**src/rtl/mm_tile_scheduler.sv**
```systemverilog
// ---------------------------------------------------------------------------
// mm_tile_scheduler
//
// Sequences a large matrix multiply C = A * B onto one sum-stationary NxN
// array, one NxN output tile at a time, in row-major tile order.
//   - Walks (m_idx, p_idx, k_idx) and presents the operand-buffer read
//     addresses {m_idx, k_idx} / {p_idx, k_idx}. The buffers read
//     combinationally, so the address and the valid go out in the same cycle.
//   - Drives the array input handshake and holds the reduction length.
//   - Records the coordinates of every tile fed into the array in a small tag
//     FIFO and attaches them to the N output beats the array returns per tile.
//
// Ports
//   clk, reset           clock, asynchronous active-low reset
//   start                one-cycle pulse: latch cfg_* and begin a job
//   cfg_m_tiles/p_tiles  number of row / column tiles (M, P)
//   cfg_len              reduction length K
//   cfg_by_row           output direction forwarded to the array
//   busy, done, cfg_err  job in progress / end-of-job pulse / rejected start
//   a_rd_addr, b_rd_addr operand-buffer read addresses
//   arr_a_valid/b_valid  array input valids (always equal)
//   arr_input_ready      array input ready
//   arr_len              latched K, held for the whole job
//   arr_output_by_row    latched cfg_by_row
//   arr_output_valid     array output valid
//   arr_output_ready     array output ready (follows sink_ready)
//   sink_ready           result-writer ready
//   out_valid            array output valid qualified by busy
//   out_tile_m/p         tag of the tile being streamed
//   out_row_idx          row/column index of the beat within the tile
//   out_last             final beat of the job
// ---------------------------------------------------------------------------
module mm_tile_scheduler #(
  parameter int N            = 4,
  parameter int COUNTER_BITS = 16,
  parameter int TILE_BITS    = 8,
  parameter int TAG_DEPTH    = 2
) (
  input  logic                          clk,
  input  logic                          reset,
  input  logic                          start,
  input  logic [TILE_BITS-1:0]          cfg_m_tiles,
  input  logic [TILE_BITS-1:0]          cfg_p_tiles,
  input  logic [COUNTER_BITS-1:0]       cfg_len,
  input  logic                          cfg_by_row,
  output logic                          busy,
  output logic                          done,
  output logic                          cfg_err,
  output logic [TILE_BITS+COUNTER_BITS-1:0] a_rd_addr,
  output logic [TILE_BITS+COUNTER_BITS-1:0] b_rd_addr,
  output logic                          arr_a_valid,
  output logic                          arr_b_valid,
  input  logic                          arr_input_ready,
  output logic [COUNTER_BITS-1:0]       arr_len,
  output logic                          arr_output_by_row,
  input  logic                          arr_output_valid,
  output logic                          arr_output_ready,
  input  logic                          sink_ready,
  output logic                          out_valid,
  output logic [TILE_BITS-1:0]          out_tile_m,
  output logic [TILE_BITS-1:0]          out_tile_p,
  output logic [((N > 1) ? $clog2(N) : 1)-1:0] out_row_idx,
  output logic                          out_last
);

  localparam int ROW_BITS = (N > 1) ? $clog2(N) : 1;
  localparam int PTR_BITS = (TAG_DEPTH > 1) ? $clog2(TAG_DEPTH) : 1;
  localparam int CNT_BITS = $clog2(TAG_DEPTH + 1);
  localparam int TAG_BITS = 2 * TILE_BITS;

  typedef enum logic [1:0] {
    S_IDLE  = 2'd0,
    S_FEED  = 2'd1,
    S_DRAIN = 2'd2
  } state_t;

  state_t                  r_state;
  logic [TILE_BITS-1:0]    r_m_tiles;
  logic [TILE_BITS-1:0]    r_p_tiles;
  logic [COUNTER_BITS-1:0] r_len;
  logic                    r_by_row;
  logic [TILE_BITS-1:0]    r_m_idx;
  logic [TILE_BITS-1:0]    r_p_idx;
  logic [COUNTER_BITS-1:0] r_k_idx;
  logic                    r_busy;
  logic                    r_done;
  logic                    r_cfg_err;

  // Tag FIFO: one {m, p} entry per tile that has been fully fed into the
  // array but whose N output beats have not all left yet.
  logic [TAG_BITS-1:0]     r_tag_mem [TAG_DEPTH];
  logic [PTR_BITS-1:0]     r_wr_ptr;
  logic [PTR_BITS-1:0]     r_rd_ptr;
  logic [CNT_BITS-1:0]     r_fifo_cnt;
  logic [ROW_BITS-1:0]     r_beat;

  logic                    w_fifo_full;
  logic                    w_fifo_empty;
  logic                    w_in_valid;
  logic                    w_in_fire;
  logic                    w_tile_end;
  logic                    w_last_p;
  logic                    w_last_tile;
  logic                    w_out_valid;
  logic                    w_out_fire;
  logic                    w_beat_last;
  logic                    w_push;
  logic                    w_pop;
  logic                    w_cfg_bad;
  logic [TAG_BITS-1:0]     w_head;

  function automatic logic [PTR_BITS-1:0] ptr_next(input logic [PTR_BITS-1:0] p);
    return (p == PTR_BITS'(TAG_DEPTH - 1)) ? '0 : p + 1'b1;
  endfunction

  assign w_fifo_full  = (r_fifo_cnt == CNT_BITS'(TAG_DEPTH));
  assign w_fifo_empty = (r_fifo_cnt == '0);

  // Pushes only happen on the final beat of a tile, after which k_idx is 0.
  // Gating on k_idx == 0 therefore only ever holds the feed at a tile
  // boundary: a tile is never split across a stall.
  assign w_in_valid  = (r_state == S_FEED) && !(w_fifo_full && (r_k_idx == '0));
  assign w_in_fire   = w_in_valid && arr_input_ready;
  assign w_tile_end  = w_in_fire && (r_k_idx == r_len - 1'b1);
  assign w_last_p    = (r_p_idx == r_p_tiles - 1'b1);
  assign w_last_tile = w_last_p && (r_m_idx == r_m_tiles - 1'b1);

  assign w_out_valid = arr_output_valid && r_busy;
  assign w_out_fire  = w_out_valid && sink_ready;
  assign w_beat_last = (r_beat == ROW_BITS'(N - 1));
  assign w_push      = w_tile_end;
  assign w_pop       = w_out_fire && w_beat_last && !w_fifo_empty;

  assign w_cfg_bad   = (cfg_m_tiles == '0) || (cfg_p_tiles == '0) || (cfg_len == '0);
  assign w_head      = r_tag_mem[r_rd_ptr];

  // Control: FSM, job configuration, tile walk, FIFO pointers, beat counter.
  always_ff @(posedge clk or negedge reset) begin
    if (!reset) begin
      r_state    <= S_IDLE;
      r_m_tiles  <= '0;
      r_p_tiles  <= '0;
      r_len      <= '0;
      r_by_row   <= 1'b0;
      r_m_idx    <= '0;
      r_p_idx    <= '0;
      r_k_idx    <= '0;
      r_busy     <= 1'b0;
      r_done     <= 1'b0;
      r_cfg_err  <= 1'b0;
      r_wr_ptr   <= '0;
      r_rd_ptr   <= '0;
      r_fifo_cnt <= '0;
      r_beat     <= '0;
    end else begin
      r_done    <= 1'b0;
      r_cfg_err <= 1'b0;

      if (w_out_fire) begin
        r_beat <= w_beat_last ? '0 : r_beat + 1'b1;
      end

      if (w_push) begin
        r_wr_ptr <= ptr_next(r_wr_ptr);
      end
      if (w_pop) begin
        r_rd_ptr <= ptr_next(r_rd_ptr);
      end
      case ({w_push, w_pop})
        2'b10:   r_fifo_cnt <= r_fifo_cnt + 1'b1;
        2'b01:   r_fifo_cnt <= r_fifo_cnt - 1'b1;
        default: r_fifo_cnt <= r_fifo_cnt;
      endcase

      case (r_state)
        S_IDLE: begin
          if (start) begin
            if (w_cfg_bad) begin
              r_cfg_err <= 1'b1;
            end else begin
              r_m_tiles <= cfg_m_tiles;
              r_p_tiles <= cfg_p_tiles;
              r_len     <= cfg_len;
              r_by_row  <= cfg_by_row;
              r_m_idx   <= '0;
              r_p_idx   <= '0;
              r_k_idx   <= '0;
              r_busy    <= 1'b1;
              r_state   <= S_FEED;
            end
          end
        end

        S_FEED: begin
          if (w_in_fire) begin
            if (w_tile_end) begin
              r_k_idx <= '0;
              if (w_last_tile) begin
                r_m_idx <= '0;
                r_p_idx <= '0;
                r_state <= S_DRAIN;
              end else if (w_last_p) begin
                r_p_idx <= '0;
                r_m_idx <= r_m_idx + 1'b1;
              end else begin
                r_p_idx <= r_p_idx + 1'b1;
              end
            end else begin
              r_k_idx <= r_k_idx + 1'b1;
            end
          end
        end

        S_DRAIN: begin
          // Only the final tile's tag is left when the count is 1 here.
          if (w_pop && (r_fifo_cnt == CNT_BITS'(1))) begin
            r_busy  <= 1'b0;
            r_done  <= 1'b1;
            r_state <= S_IDLE;
          end
        end

        default: r_state <= S_IDLE;
      endcase
    end
  end

  // Tag storage: data only, validity is tracked by the FIFO count.
  always_ff @(posedge clk) begin
    if (w_push) begin
      r_tag_mem[r_wr_ptr] <= {r_m_idx, r_p_idx};
    end
  end

  assign busy              = r_busy;
  assign done              = r_done;
  assign cfg_err           = r_cfg_err;
  assign a_rd_addr         = {r_m_idx, r_k_idx};
  assign b_rd_addr         = {r_p_idx, r_k_idx};
  assign arr_a_valid       = w_in_valid;
  assign arr_b_valid       = w_in_valid;
  assign arr_len           = r_len;
  assign arr_output_by_row = r_by_row;
  assign arr_output_ready  = sink_ready;
  assign out_valid         = w_out_valid;
  // Tag memory is not reset; an empty FIFO presents a zero tag instead.
  assign out_tile_m        = w_fifo_empty ? '0 : w_head[TAG_BITS-1:TILE_BITS];
  assign out_tile_p        = w_fifo_empty ? '0 : w_head[TILE_BITS-1:0];
  assign out_row_idx       = r_beat;
  assign out_last          = w_out_valid && w_beat_last &&
                             (r_fifo_cnt == CNT_BITS'(1)) && (r_state == S_DRAIN);

  // An output beat with no outstanding tile means the array and this
  // scheduler disagree about how many tiles are in flight.
  a_no_orphan_output : assert property (@(posedge clk) disable iff (!reset)
    !(w_out_valid && w_fifo_empty));

endmodule
```
**config.mk**
```make
export PLATFORM = sky130hd
export DESIGN_NAME = mm_tile_scheduler
export DESIGN_NICKNAME = d
export VERILOG_FILES = /design/src/rtl/mm_tile_scheduler.sv
export SDC_FILE = /design/constraint.sdc
export NUM_CORES = 1
export LEC_CHECK = 0
export ABC_AREA = 0
export CORE_ASPECT_RATIO = 0.9
export CORE_UTILIZATION = 45
export CTS_BUF_LIST = sky130_fd_sc_hd__clkbuf_8
export DETAILED_ROUTE_END_ITERATION = 7
export PLACE_DENSITY = 0.73
export REMOVE_ABC_BUFFERS = 1
export SLEW_MARGIN = 20
export SYNTH_ARGS = -nofsm -noshare
export SYNTH_HDL_FRONTEND = slang
export SYNTH_SLANG_ARGS = --single-unit
```
**constraint.sdc**
```tcl
create_clock -name clk -period 4 [get_ports clk]
set_clock_uncertainty 0.15 [all_clocks]
set_input_delay 0.8 -clock clk [delete_from_list [all_inputs] [get_ports clk]]
set_output_delay 0.8 -clock clk [all_outputs]
set_load 0.01 [all_outputs]
```
### Yosys cells after proc, flatten, opt, wreduce, memory -nomap -nowiden

Memory sizes are Yosys's and may differ from the RTL's.
Index checks and enable logic that the tools add are counted.

| storage, ports and cells | value |
|---|---|
| register bits | 76 |
| memory bits (writable) | 32 |
| bits of input ports | 39 |
| output and inout bits | 91 |
| word-level logic and storage cells | 118 |
| memories | 1 |

Memories:

| name | depth | bits a word | read ports | clocked after Yosys merged registers in | write ports | RTL line | source |
|---|---|---|---|---|---|---|---|
| r_tag_mem | 2 | 16 | 1 | 0 | 1 | 91 | `logic [TAG_BITS-1:0] r_tag_mem [TAG_DEPTH];` |

| cells by class | value |
|---|---|
| add/subtract/negate cells | 11 |
| eq/ne operators | 17 |
| muxes and demuxes | 41 |
| bitwise logic cells | 1 |
| reduce and logical (&&, ||, !) cells | 32 |

Operators with widths:

| kind | count |
|---|---|
| 8-bit 2-to-1 mux | 12 |
| 16-bit 2-to-1 mux | 4 |
| 16-bit logical NOT | 2 |
| 16-bit one-hot mux with 2 select lines | 1 |
| 8-bit one-hot mux with 2 select lines | 2 |
| 16-bit by 1-bit adder with 16-bit output (second input constant) | 1 |
| 8-bit by 1-bit adder with 8-bit output (second input constant) | 2 |
| 16-bit equality test | 1 |
| 8-bit equality test | 2 |
| 8-bit logical NOT | 2 |
| 16-bit by 1-bit subtractor with 16-bit output (second input constant) | 1 |
| 8-bit by 1-bit subtractor with 8-bit output (second input constant) | 2 |
| 2-bit 2-to-1 mux | 7 |
| 1-bit logical AND | 13 |
| 1-bit 2-to-1 mux | 12 |
| 2-bit inequality test (second input constant) | 6 |
| 6-bit AND reduction | 2 |
| 2-bit equality test (second input constant) | 4 |
| 4-bit AND reduction | 2 |
| 2-bit by 1-bit equality test with 1-bit output (second input constant) | 3 |
| 2-bit one-hot mux with 3 select lines | 1 |
| 2-bit nonzero test | 3 |
| 5-bit AND reduction | 1 |
| 2-bit by 1-bit adder with 2-bit output (second input constant) | 2 |
| 10 further kinds | 14 |

### Depth between registers and ports, before layout

| depth | value |
|---|---|
| word-level depth | 9 |
| gate-level depth with buffers | 13 |
| mapped depth without buffers | 12 |

### Worst setup path before layout

No wires, ideal clock.

| path | value |
|---|---|
| kind | reg2reg |
| from | register r_len[0], in the netlist arr_len[0] |
| to | memory r_tag_mem[0][0] (netlist bit), enable pin |
| library setup time | 388 ps |
| arrival | 3145 ps |
| required time | 3462 ps |
| path slack | 316 ps |
| cell stages (with the launch flop) | 12 |
| buffers on the path | 1 |
| clock period less this slack | 3684 ps |
| cells stage by stage | dfrtp_1 -> inv_1 -> ha_1 -> or3b_1 -> clkbuf_1 -> nor4_1 -> a31oi_1 -> nor4_1 -> a311oi_1 -> nor4_4 -> inv_4 -> nor2_1 |

| between the ends | value |
|---|---|
| longest elaborated chain between the ends | 5 |

RTL lines:

| element | RTL line | source |
|---|---|---|
| start, declared | 80 | `logic [COUNTER_BITS-1:0] r_len;` |
| start signal, assigned | 183 | `r_len <= cfg_len;` |
| 16-bit by 1-bit subtractor with 16-bit output | 124 | `assign w_tile_end = w_in_fire && (r_k_idx == r_len - 1'b1);` |
| 16-bit equality test | 124 |  |
| 1-bit logical AND | 124 |  |
| 1-bit 2-to-1 mux | 230 | `if (w_push) begin` |
| 1-bit 2-to-1 mux (implied by the code) | 231 | `r_tag_mem[r_wr_ptr] <= {r_m_idx, r_p_idx};` |
| end, declared | 91 |  |

Every way passes these cells.

### Worst setup path in the final report

| path | value |
|---|---|
| from | register r_len[0], in the netlist arr_len[0] |
| to | register r_m_idx[5] |

| between the ends | value |
|---|---|
| longest elaborated chain between the ends | 5 |

RTL lines:

| element | RTL line | source |
|---|---|---|
| 16-bit by 1-bit subtractor with 16-bit output | 124 |  |
| 16-bit equality test | 124 |  |
| 1-bit logical AND | 124 |  |
| 2-bit inequality test (no source line) | -- |  |
| 6-bit AND reduction (no source line) | -- |  |
| end signal, assigned | 204 | `r_m_idx <= r_m_idx + 1'b1;` |
| end, declared | 82 | `logic [TILE_BITS-1:0] r_m_idx;` |

Every way passes these cells.
A chain may end at the register's enable or synchronous reset.

==> out/metrics.yaml <==
flow_run:
  maxCapViolations: 0
critical_path:
  crit_arrival_ns: 3.87
  cp_max_fo: 8
  worstSetupStartpointType: "flop"
  worstSetupEndpointType: "flop"
  cp.required_ns: 4.12
  path_class: "flop to flop"
cells_and_area:
  final_nets: 712
  areaGrowthSynthToFinish_pct: 25.3
  seq_area_um2: 2860
  n_fill_cell: 1080
  layout-drive-gt1-share: 0.108
  antenna_cells: 0
  multi_input_area_um2: 2810
routing:
  wire_per_inst_um: 16.6
  vias: 4586
  drc_errors: 0
  dr.pass1.iters: 5
  totalWireLength_um: 13800
  ant_nets: 0
  via_per_inst: 5.53
  drtIter0Drc: 208
synth:
  syn-instance-count: 554
  synth_seq_cells: 108
  ys_top_cells_by_area: "dfrtp_1, edfxtp_1, mux2_2, xnor2_1, nor2_1"
  synth_top_area_share: 0.319
  seq_area_frac_synth: 0.479
  synth_flop_cell: "dfrtp_1"
  yosys.area.top_type: "dfrtp_1"
  synth_edf_count: 32
  syn_area_per_cell_um2: 10.8
  netlist_area_um2: 5970
  yosysWarnings: 0
  async_reset_ff_frac: 0.704
  synth_cell_type_count: 60
timing:
  rsz0062_at_grt: "no"
  period_share: 0.937
  finalHoldViolCount: 0
  setup_viol: 0
  fin_crit_ns: 3.75
  setup-tns-final_ns: 0
  worst_pin_slew_ns: 0.955
  slew_violations: 0
  timing.fmax_mhz: 267
  slew_headroom: 0.363
die:
  die_w_um: 123
  row_count: 39
  initial_core_util: 0.465
  dieArea_um2: 13700
  coreArea_um2: 12800
  die_h_um: 111
  pin_count: 130
clock_network:
  post_cts_buffers: 0
  htreeDepth: 3
  cts.clk_slew.worst_paths_ns: 0.11
  clock_latency_ns: 0.38
  clk_path_buf_depth: 2
  cts_made_buffers: 9
  ctsResizeCount: 0
  cts_tree: "done"
  hold_buffers: 0
  root_buffer: "clkbuf_8"
  cts_num_sinks: 108
min_path:
  hold_class: "flop to flop"
grt:
  grt_overflow: 0
  antenna_found_initial: 0
  grt_max_degree: 77
  track_usage: 0.210
  grt_pass1_wl_um: 22400
  grt_pass1_vias: 4501
power:
  p_per_area_nw_per_um2: 450
  ir_drop_mv: 0.335
  leakage_nw: 3.01
  p_total_mw: 3.37
place:
  gp_congestion: 0.835
  portBuffers: 129
  hpwl_um: 10300
status:
  status: "finished, final reports clean"
-- critical path, stage by stage (launching register included) --
cell and delay (ns):
dfrtp_1 0.49, inv_1 0.09, ha_1 0.19, or3b_1 0.50
nor4_1 0.35, a31oi_1 0.07, nor4_1 0.25, a311oi_1 0.15
nor4_4 0.40, inv_4 0.11, a221o_1 0.49, a221o_1 0.39
-- kinds of logic after synthesis --
logic type,count (synthesis),synth area share
DFF,108,0.479
adders and majority gates,12,0.0251
xor gates and xnor gates,55,0.0807
buffers and inverters,58,0.0497
muxes,54,0.0981
AOI/OAI and AO/OA,55,0.0710
and+or+nand+nor,212,0.196
-- flip-flops by register name, summed over array words and instances, names as in the netlist --
signal,flops
arr_len,16
arr_output_by_row,1
busy,1
cfg_err,1
done,1
out_row_idx,2
r_fifo_cnt,2
r_k_idx,16
r_m_idx,8
r_m_tiles,8
r_p_idx,8
r_p_tiles,8
r_rd_ptr,1
r_state,2
r_tag_mem,32
r_wr_ptr,1
-- per-layer routing --
layer / wire (um) / up-vias / track usage
li1: - / 2196 / -
met1: 6310 / 2249 / 0.276
met2: 6680 / 127 / 0.344
met3: 603 / 14 / 0.0484
met4: 178 / 0 / 0.0618
met5: 0 / - / 0
-- synthesized netlist by cell type, types with 4 or more instances --
library cell  number
nand2b_1           7
mux2i_1           18
or2_2              4
edfxtp_1          32
nor3_1            14
dfrtp_1           76
and2_1             6
nand3_1           17
nand2_1           35
o21ai_0            7
a21oi_1            6
a221o_1           13
xor2_1            21
o211ai_1           4
nor2b_1            8
ha_1              12
nor2_1            54
nor4_1            16
xnor2_1           34
nand4_1            7
buf_4             18
nor4b_1            4
nor3b_1            4
o31ai_1            4
inv_1             17
mux2_2            36
clkbuf_1          20
and3_1            16
-- path summary, 6_finish.rpt --
| check | start | end | slack (ns) | cells after the start |
|---|---|---|---|---|
| min in group asynchronous | reset | r_p_tiles[3] | 0.40 | 1 |
| setup / recovery | arr_len[0] | r_m_idx[5] | 0.25 | 11 |
| max in group asynchronous | reset | r_k_idx[15] | 2.66 | 1 |
| setup reg to reg | arr_len[0] | r_m_idx[5] | 0.25 | 11 |
| hold reg to reg | r_wr_ptr | r_wr_ptr | 0.35 | 1 |
| hold / removal | r_wr_ptr | r_wr_ptr | 0.35 | 1 |
-- cells in the final DEF (no fill, tap or decap), types with 4 or more instances in the layout --
cell type / count
nor2b_1: 8
xor2_1: 21
nor4_1: 16
ha_1: 12
and3_1: 16
mux2i_1: 18
nor3b_1: 4
a21oi_1: 6
nor3_1: 14
nand2b_1: 7
nand3_1: 17
o21ai_0: 7
nor2_1: 54
o31ai_1: 4
nand4_1: 7
nand2_1: 35
inv_1: 17
dfrtp_1: 76
xnor2_1: 34
and2_1: 6
buf_4: 8
mux2_2: 36
a221o_1: 13
clkdlybuf4s50_1: 128
o211ai_1: 4
nor4b_1: 4
or2_2: 4
inv_6: 4
edfxtp_1: 32
clkbuf_8: 9
-- power by group --
| group | leakage, nW | internal [mW] | switching, mW |
|---|---|---|---|
| registers | 1.32 | 1.29 | 0.295 |
| logic | 1.59 | 0.636 | 0.506 |
| clock network | 0.0938 | 0.239 | 0.397 |
-- final cells by class --
cell class,count,area share
tap,164,0.0274
timing repair buffer,136,0.179
clock buffer,9,0.0166
inverter,18,0.00937
clock inverter,7,0.00853
multi-input combinational,388,0.376
sequential,108,0.383
-- through the flow --
step,util,hold slack [ns],cells,setup WS [ns],cell area (um2)
floorplan,-,0.310,514,0.354,5740
global placement,0.568,0.338,814,0.279,7290
detailed placement,0.568,0.337,814,0.233,7290
CTS,0.583,0.356,830,0.272,7480
global route,0.583,0.374,830,0.0539,7480
finish,0.583,0.352,830,0.253,7480
Note: power is estimated with default switching activity, not from simulation.
